[config.mk]
export PLATFORM = sky130hd
export DESIGN_NAME = fetch_unit
export DESIGN_NICKNAME = d
export VERILOG_FILES = /design/src/rtl/fetch_unit_pkg.sv /design/src/rtl/fetch_skid.sv /design/src/rtl/fetch_unit.sv
export SDC_FILE = /design/constraint.sdc
export NUM_CORES = 1
export LEC_CHECK = 0
export CAP_MARGIN = 20
export CORE_MARGIN = 1.5
export CORE_UTILIZATION = 56
export DETAILED_ROUTE_END_ITERATION = 6
export PLACE_DENSITY_LB_ADDON = 0.25
export REMOVE_ABC_BUFFERS = 1
export SYNTH_ARGS = -nofsm -noshare
export SYNTH_HDL_FRONTEND = slang
export SYNTH_SLANG_ARGS = --single-unit
export TNS_END_PERCENT = 5
[constraint.sdc]
create_clock -name clk -period 5.6 [get_ports clk]
set_input_delay 1.12 -clock clk [delete_from_list [all_inputs] [get_ports clk]]
set_output_delay 1.12 -clock clk [all_outputs]
set_load 0.05 [all_outputs]
[src/rtl/fetch_unit_pkg.sv]
// Shared types and constants for the instruction-fetch stage.
// Holds the FSM state encoding, reset/NOP constants and the PC word-align helper.
package fetch_unit_pkg;

  typedef enum logic [1:0] {
    FETCH_IDLE = 2'd0,
    FETCH_REQ  = 2'd1,
    FETCH_HOLD = 2'd2,
    FETCH_DROP = 2'd3
  } fetch_state_t;

  localparam logic [31:0] ZERO_WORD  = 32'h0000_0000;
  localparam logic        RST_ENABLE = 1'b1;
  localparam logic [31:0] NOP_INST   = 32'h0000_0000;

  function automatic logic [31:0] word_align(input logic [31:0] addr);
    return {addr[31:2], 2'b00};
  endfunction

endpackage

[src/rtl/fetch_skid.sv]
// One-entry {pc, inst} buffer that parks an instruction returned while decode is stalled.
// A clear has priority over a load so a redirect always empties the entry.
module fetch_skid
  import fetch_unit_pkg::*;
(
  input  logic        clk,
  input  logic        rst,
  input  logic        i_load,
  input  logic        i_clear,
  input  logic [31:0] i_pc,
  input  logic [31:0] i_inst,
  output logic        o_valid,
  output logic [31:0] o_pc,
  output logic [31:0] o_inst
);

  logic        r_valid;
  logic [31:0] r_pc;
  logic [31:0] r_inst;

  always_ff @(posedge clk) begin
    if (rst == RST_ENABLE) begin
      r_valid <= 1'b0;
      r_pc    <= ZERO_WORD;
      r_inst  <= NOP_INST;
    end else if (i_clear) begin
      r_valid <= 1'b0;
    end else if (i_load) begin
      r_valid <= 1'b1;
      r_pc    <= i_pc;
      r_inst  <= i_inst;
    end
  end

  assign o_valid = r_valid;
  assign o_pc    = r_pc;
  assign o_inst  = r_inst;

endmodule

[src/rtl/fetch_unit.sv]
// Instruction-fetch stage: owns the PC, runs the imem req/ack handshake and feeds
// decode through a registered {pc, inst, valid} stage with stall, redirect and skid.
module fetch_unit
  import fetch_unit_pkg::*;
#(
  parameter logic [31:0] RESET_PC = 32'h0000_0000
) (
  input  logic         clk,
  input  logic         rst,
  input  logic         stall_i,
  input  logic         flush_i,
  input  logic [31:0]  new_pc_i,
  output logic         imem_req_o,
  output logic [31:0]  imem_addr_o,
  input  logic         imem_ack_i,
  input  logic [31:0]  imem_rdata_i,
  output logic [31:0]  id_pc_o,
  output logic [31:0]  id_inst_o,
  output logic         id_valid_o,
  output fetch_state_t dbg_state_o
);

  // Handshake: a transfer completes on any rising edge where imem_req_o=1 and
  // imem_ack_i=1; imem_addr_o holds steady from request until that edge.

  fetch_state_t r_state;
  fetch_state_t w_next_state;
  logic [31:0]  r_pc;
  logic [31:0]  r_old_pc;
  logic [31:0]  r_id_pc;
  logic [31:0]  r_id_inst;
  logic         r_id_valid;
  logic         w_accept;
  logic         w_skid_load;
  logic         w_skid_clear;
  logic         w_skid_valid;
  logic [31:0]  w_skid_pc;
  logic [31:0]  w_skid_inst;

  always_comb begin
    w_next_state = r_state;
    w_accept     = (r_state == FETCH_REQ) && imem_ack_i;
    w_skid_load  = w_accept && !flush_i && stall_i;
    w_skid_clear = flush_i || ((r_state == FETCH_HOLD) && !stall_i);
    case (r_state)
      FETCH_IDLE: w_next_state = FETCH_REQ;
      FETCH_REQ: begin
        if (flush_i)                  w_next_state = imem_ack_i ? FETCH_REQ : FETCH_DROP;
        else if (imem_ack_i && stall_i) w_next_state = FETCH_HOLD;
      end
      FETCH_HOLD: begin
        if (flush_i || !stall_i) w_next_state = FETCH_REQ;
      end
      // A redirect here only retargets the PC; the old request still has to drain.
      FETCH_DROP: begin
        if (imem_ack_i) w_next_state = FETCH_REQ;
      end
      default: w_next_state = FETCH_IDLE;
    endcase
  end

  always_ff @(posedge clk) begin
    if (rst == RST_ENABLE) r_state <= FETCH_IDLE;
    else                   r_state <= w_next_state;
  end

  always_ff @(posedge clk) begin
    if (rst == RST_ENABLE) begin
      r_pc       <= RESET_PC;
      r_old_pc   <= ZERO_WORD;
      r_id_pc    <= ZERO_WORD;
      r_id_inst  <= NOP_INST;
      r_id_valid <= 1'b0;
    end else begin
      if (flush_i) begin
        r_pc <= word_align(new_pc_i);
        if ((r_state == FETCH_REQ) && !imem_ack_i) r_old_pc <= r_pc;
      end else if (w_accept) begin
        r_pc <= r_pc + 32'd4;
      end

      if (flush_i) begin
        r_id_inst  <= NOP_INST;
        r_id_valid <= 1'b0;
      end else if (!stall_i) begin
        if (w_accept) begin
          r_id_pc    <= r_pc;
          r_id_inst  <= imem_rdata_i;
          r_id_valid <= 1'b1;
        end else if (r_state == FETCH_HOLD) begin
          r_id_pc    <= w_skid_pc;
          r_id_inst  <= w_skid_inst;
          r_id_valid <= w_skid_valid;
        end else begin
          r_id_inst  <= NOP_INST;
          r_id_valid <= 1'b0;
        end
      end
    end
  end

  fetch_skid u_skid (
    .clk     (clk),
    .rst     (rst),
    .i_load  (w_skid_load),
    .i_clear (w_skid_clear),
    .i_pc    (r_pc),
    .i_inst  (imem_rdata_i),
    .o_valid (w_skid_valid),
    .o_pc    (w_skid_pc),
    .o_inst  (w_skid_inst)
  );

  assign imem_req_o  = (r_state == FETCH_REQ) || (r_state == FETCH_DROP);
  assign imem_addr_o = (r_state == FETCH_DROP) ? r_old_pc : r_pc;
  assign id_pc_o     = r_id_pc;
  assign id_inst_o   = r_id_inst;
  assign id_valid_o  = r_id_valid;
  assign dbg_state_o = r_state;

endmodule
==> Flow_metrics.wiki <==
{| class="wikitable"
! Metric !! Value
|-
| Outcome || finished clean
|-
| Global-route usage over all layers || 0.282
|-
| I/O pin total || 169
|-
| Post-Route WL || 22300 um
|-
| Leading cell type in the layout, fill and taps excluded || sky130_fd_sc_hd__nand2_1
|-
| Min-delay worst type || flip-flop to flip-flop
|-
| Root Buffer || sky130_fd_sc_hd__clkbuf_16
|-
| Leakage component of the power || 0.00344 uW
|-
| Pre-CTS setup slack || 1.57 ns
|-
| Antenna cells || 0
|-
| DP Cell Count || 1315
|-
| Residual antenna-violating net count after detailed routing || 0
|-
| CTS Hold Buffers Added || 0
|-
| RSZ-0062 raised after global routing || false
|-
| # H-tree levels || 4
|-
| PostCTS Resize Cnt || 0
|-
| Power density cells || 305 nW/um^2
|-
| Total CTS buffers || 17
|-
| Area of the die || 15600 sq um
|-
| CP arrival || 3.99 ns
|-
| Sink count of the clock tree || 188
|-
| 1st-iter DRT viols || 725
|-
| Post-route DRC || 0
|-
| Max-slew headroom at the worst pin || 0.309
|-
| Insertion delay to the later sink of the worst-skew pair || 0.44 ns
|-
| Cell accounting for the most synthesized area || sky130_fd_sc_hd__dfxtp_1
|-
| Share of Yosys cell area claimed by the top area cell type || 0.452
|-
| Post-route non-filler standard cell count || 1348
|-
| Primary flip-flop cell chosen by synthesis mapping || sky130_fd_sc_hd__dfxtp_1
|-
| Chip Height || 125 um
|-
| Congestion Overflow GR || 0
|-
| Internal Dissipation || 2400 uW
|-
| Portion of total power attributed to the clock network || 0.431
|-
| Vias per std cell || 5.87
|-
| Net switching power || 820 uW
|-
| Worst-path fanout max || 37
|-
| Clock Skew || 0.0112 ns
|-
| Clock period minus final worst setup slack || 3.63 ns
|-
| Fraction of synthesis flops using an asynchronous set or reset pin || 0
|-
| First-pass GRT wire length || 36000 um
|-
| Post-synthesis cell count || 1061
|-
| Number of enable flip-flop cells after synthesis || 0
|-
| Sequential element share of the synthesized area || 0.452
|-
| Seq cells post-synth || 188
|-
| Floorplan die width || 125 um
|-
| Slowest CP cell || sky130_fd_sc_hd__and2_2
|-
| Nature of the critical path startpoint || input pin
|-
| Synth top area cells || sky130_fd_sc_hd__dfxtp_1 45%, sky130_fd_sc_hd__nand2_1 15%, sky130_fd_sc_hd__a21oi_1 5.9%
|-
| Count of maximum capacitance violations || 0
|-
| Worst slew pin tran || 1.03 ns
|-
| Sequential cell area || 3760 sq um
|-
| Routed length per placed instance || 16.5 um
|-
| Total chip power || 3220 uW
|-
| Area of the multi-input gates || 4090 sq um
|-
| Final #Nets || 1221
|-
| Setup-failing EPs final || 0
|-
| Worst supply voltage drop on vdd || 227 uV
|-
| Total count of max-transition violations in the final report || 0
|-
| Unique cell type count in the Yosys netlist || 57
|-
| CP required || 5.96 ns
|-
| Clk pin slew, worst setup/hold paths || 0.07 ns
|-
| Synth-to-Final Area Change || 27.0%
|-
| Worst path cell trace || clkdlybuf4s50_1, and3b_2, and2_2, buf_4, nand2_1, a21oi_1
|-
| Count of buffers from port buffering || 162
|-
| Via count of the first global-routing pass || 7265
|-
| Number of antenna violations at the first check in global routing || 0
|-
| Synthesis warning total || 0
|-
| CTS tree || yes
|-
| Area of the mapped netlist || 8320 sq um
|-
| Tcrit/Tclk final || 0.648
|-
| Initial Util || 0.573
|-
| Post-route setup slack || 1.97 ns
|-
| Proportion of layout cells with a drive suffix above 1 || 0.0808
|-
| Part of the power in combinational logic || 0.126
|-
| Post-CTS Setup Bufs || 0
|-
| Post-synthesis area per instance || 7.85 sq um
|-
| Final hold slack || 0.454 ns
|-
| Placeable core region || 14500 sq um
|-
| Final hold viol count || 0
|-
| Crit path capture type || flip-flop
|-
| Vias after detailed routing || 7918
|-
| Maximum clock insertion buffer count || 2
|-
| Kind of critical path || input pin to flip-flop
|-
| Maximum number of pins on one net before global-route repair || 67
|-
| Weighted congestion reported at the end of routability-driven placement || 0.786
|-
| Filler cell count in the final layout || 1171
|-
| Leading cell types in the layout, fill and taps excluded || 324 x sky130_fd_sc_hd__nand2_1, 188 x sky130_fd_sc_hd__dfxtp_1, 160 x sky130_fd_sc_hd__clkdlybuf4s50_1, 98 x sky130_fd_sc_hd__a21oi_1, 58 x sky130_fd_sc_hd__nor2_1
|-
| Sw Ratio || 0.255
|-
| Detailed Routing Iterations Pass 1 || 5
|-
| Timing-limited maximum frequency || 0.276 GHz
|-
| Number of cell rows || 44
|-
| Sequential share of power || 0.443
|-
| Biggest cell delay along the critical path || 0.86 ns
|-
| Sum of net half-perimeters after detailed placement || 13600 um
|}
==> critical path: cells and delay by family <==
kind	cells	cell delay, ns
buffers and inverters	2	1.03
AO/OA/AOI/OAI	1	0.14
AND/OR/NAND/NOR	3	1.67
==> cells by family (layout without fill, tap and decap cells) <==
logic type               after synthesis  after routing  share of synthesized area
other                                  1              4                   0.000450
buffers and inverters                125            225                     0.0619
AO/OA/AOI/OAI                        213            213                      0.167
XOR/XNOR                              10             10                     0.0105
flip-flops                           188            188                      0.452
multiplexers                          30             30                     0.0406
adder cells (fa/ha/maj)                1              1                    0.00150
AND/OR/NAND/NOR                      493            493                      0.266
==> final timing paths <==
| check | start | endpoint | slack (ns) | cells after the start |
|---|---|---|---|---|
| worst min register to register | r_old_pc[3]$_SDFFE_PP0P_ | r_old_pc[3]$_SDFFE_PP0P_ | 0.45 | 2 |
| worst max-delay path | imem_ack_i | u_skid.o_pc[27]$_SDFFE_PP0P_ | 1.97 | 6 |
| worst min-delay path | r_old_pc[3]$_SDFFE_PP0P_ | r_old_pc[3]$_SDFFE_PP0P_ | 0.45 | 2 |
| worst max register to register | dbg_state_o[0]$_SDFFE_PP0P_ | u_skid.o_pc[27]$_SDFFE_PP0P_ | 2.67 | 5 |
==> final cells by class <==
class | count | area share
Inverter | 14 | 0.00497
Clock buffer | 21 | 0.0445
Multi-Input combinational cell | 751 | 0.387
Tap cell | 184 | 0.0218
Clock inverter | 11 | 0.0200
Sequential cell | 188 | 0.356
Timing Repair Buffer | 179 | 0.166
==> Yosys cell counts, types with 4 or more instances <==
library cell and instances:
sky130_fd_sc_hd__nor2b_1 4, sky130_fd_sc_hd__nor4_1 10, sky130_fd_sc_hd__nor2_1 59, sky130_fd_sc_hd__inv_1 13, sky130_fd_sc_hd__nand3_1 13, sky130_fd_sc_hd__and4_1 8
sky130_fd_sc_hd__buf_2 16, sky130_fd_sc_hd__a2111oi_0 4, sky130_fd_sc_hd__buf_4 6, sky130_fd_sc_hd__a31oi_1 33, sky130_fd_sc_hd__clkbuf_1 78, sky130_fd_sc_hd__a21oi_1 98
sky130_fd_sc_hd__and3_1 7, sky130_fd_sc_hd__nand4_1 6, sky130_fd_sc_hd__a311oi_1 37, sky130_fd_sc_hd__a211oi_1 14, sky130_fd_sc_hd__xor2_1 4, sky130_fd_sc_hd__nor3_1 7
sky130_fd_sc_hd__dfxtp_1 188, sky130_fd_sc_hd__nand2_1 325, sky130_fd_sc_hd__a221oi_1 4, sky130_fd_sc_hd__xnor2_1 6, sky130_fd_sc_hd__mux2_2 30, sky130_fd_sc_hd__buf_1 8
sky130_fd_sc_hd__nand3b_1 33
==> stage by stage <==
| stage | area [sq um] | TNS (ns) | util |
|---|---|---|---|
| after floorplan | 7870 | -13.76 | - |
| after global placement | 9880 | 0 | 0.680 |
| after detailed placement | 9880 | 0 | 0.680 |
| after CTS | 10600 | 0 | 0.727 |
| after global routing | 10600 | 0 | 0.727 |
| final | 10600 | 0 | 0.727 |
==> metal layers <==
layer	up-vias	routed length, um	track usage	share of wire
met1	3761	9670	0.364	0.43
met2	289	10700	0.468	0.48
met3	38	1430	0.0606	0.064
met5	-	0	0	0
li1	3830	-	-	-
met4	0	479	0.103	0.021
==> flip-flops by register name, indices dropped and copies added (netlist names) <==
| signal | flops |
|---|---|
| r_old_pc | 30 |
| u_skid.o_inst | 32 |
| dbg_state_o | 2 |
| id_inst_o | 32 |
| u_skid.o_pc | 30 |
| r_pc | 30 |
| u_skid.o_valid | 1 |
| id_pc_o | 30 |
| id_valid_o | 1 |
==> power by group through the flow <==
stage / Combinational (uW) / Sequential (uW) / Clock (uW)
final: 405 / 1430 / 1390
after detailed placement: 401 / 1450 / 0
after CTS: 405 / 1420 / 1400
after global placement: 398 / 1450 / 0
after floorplan: 182 / 1490 / 0
after global routing: 429 / 1430 / 1450
Power figures use the tool's default switching activity.
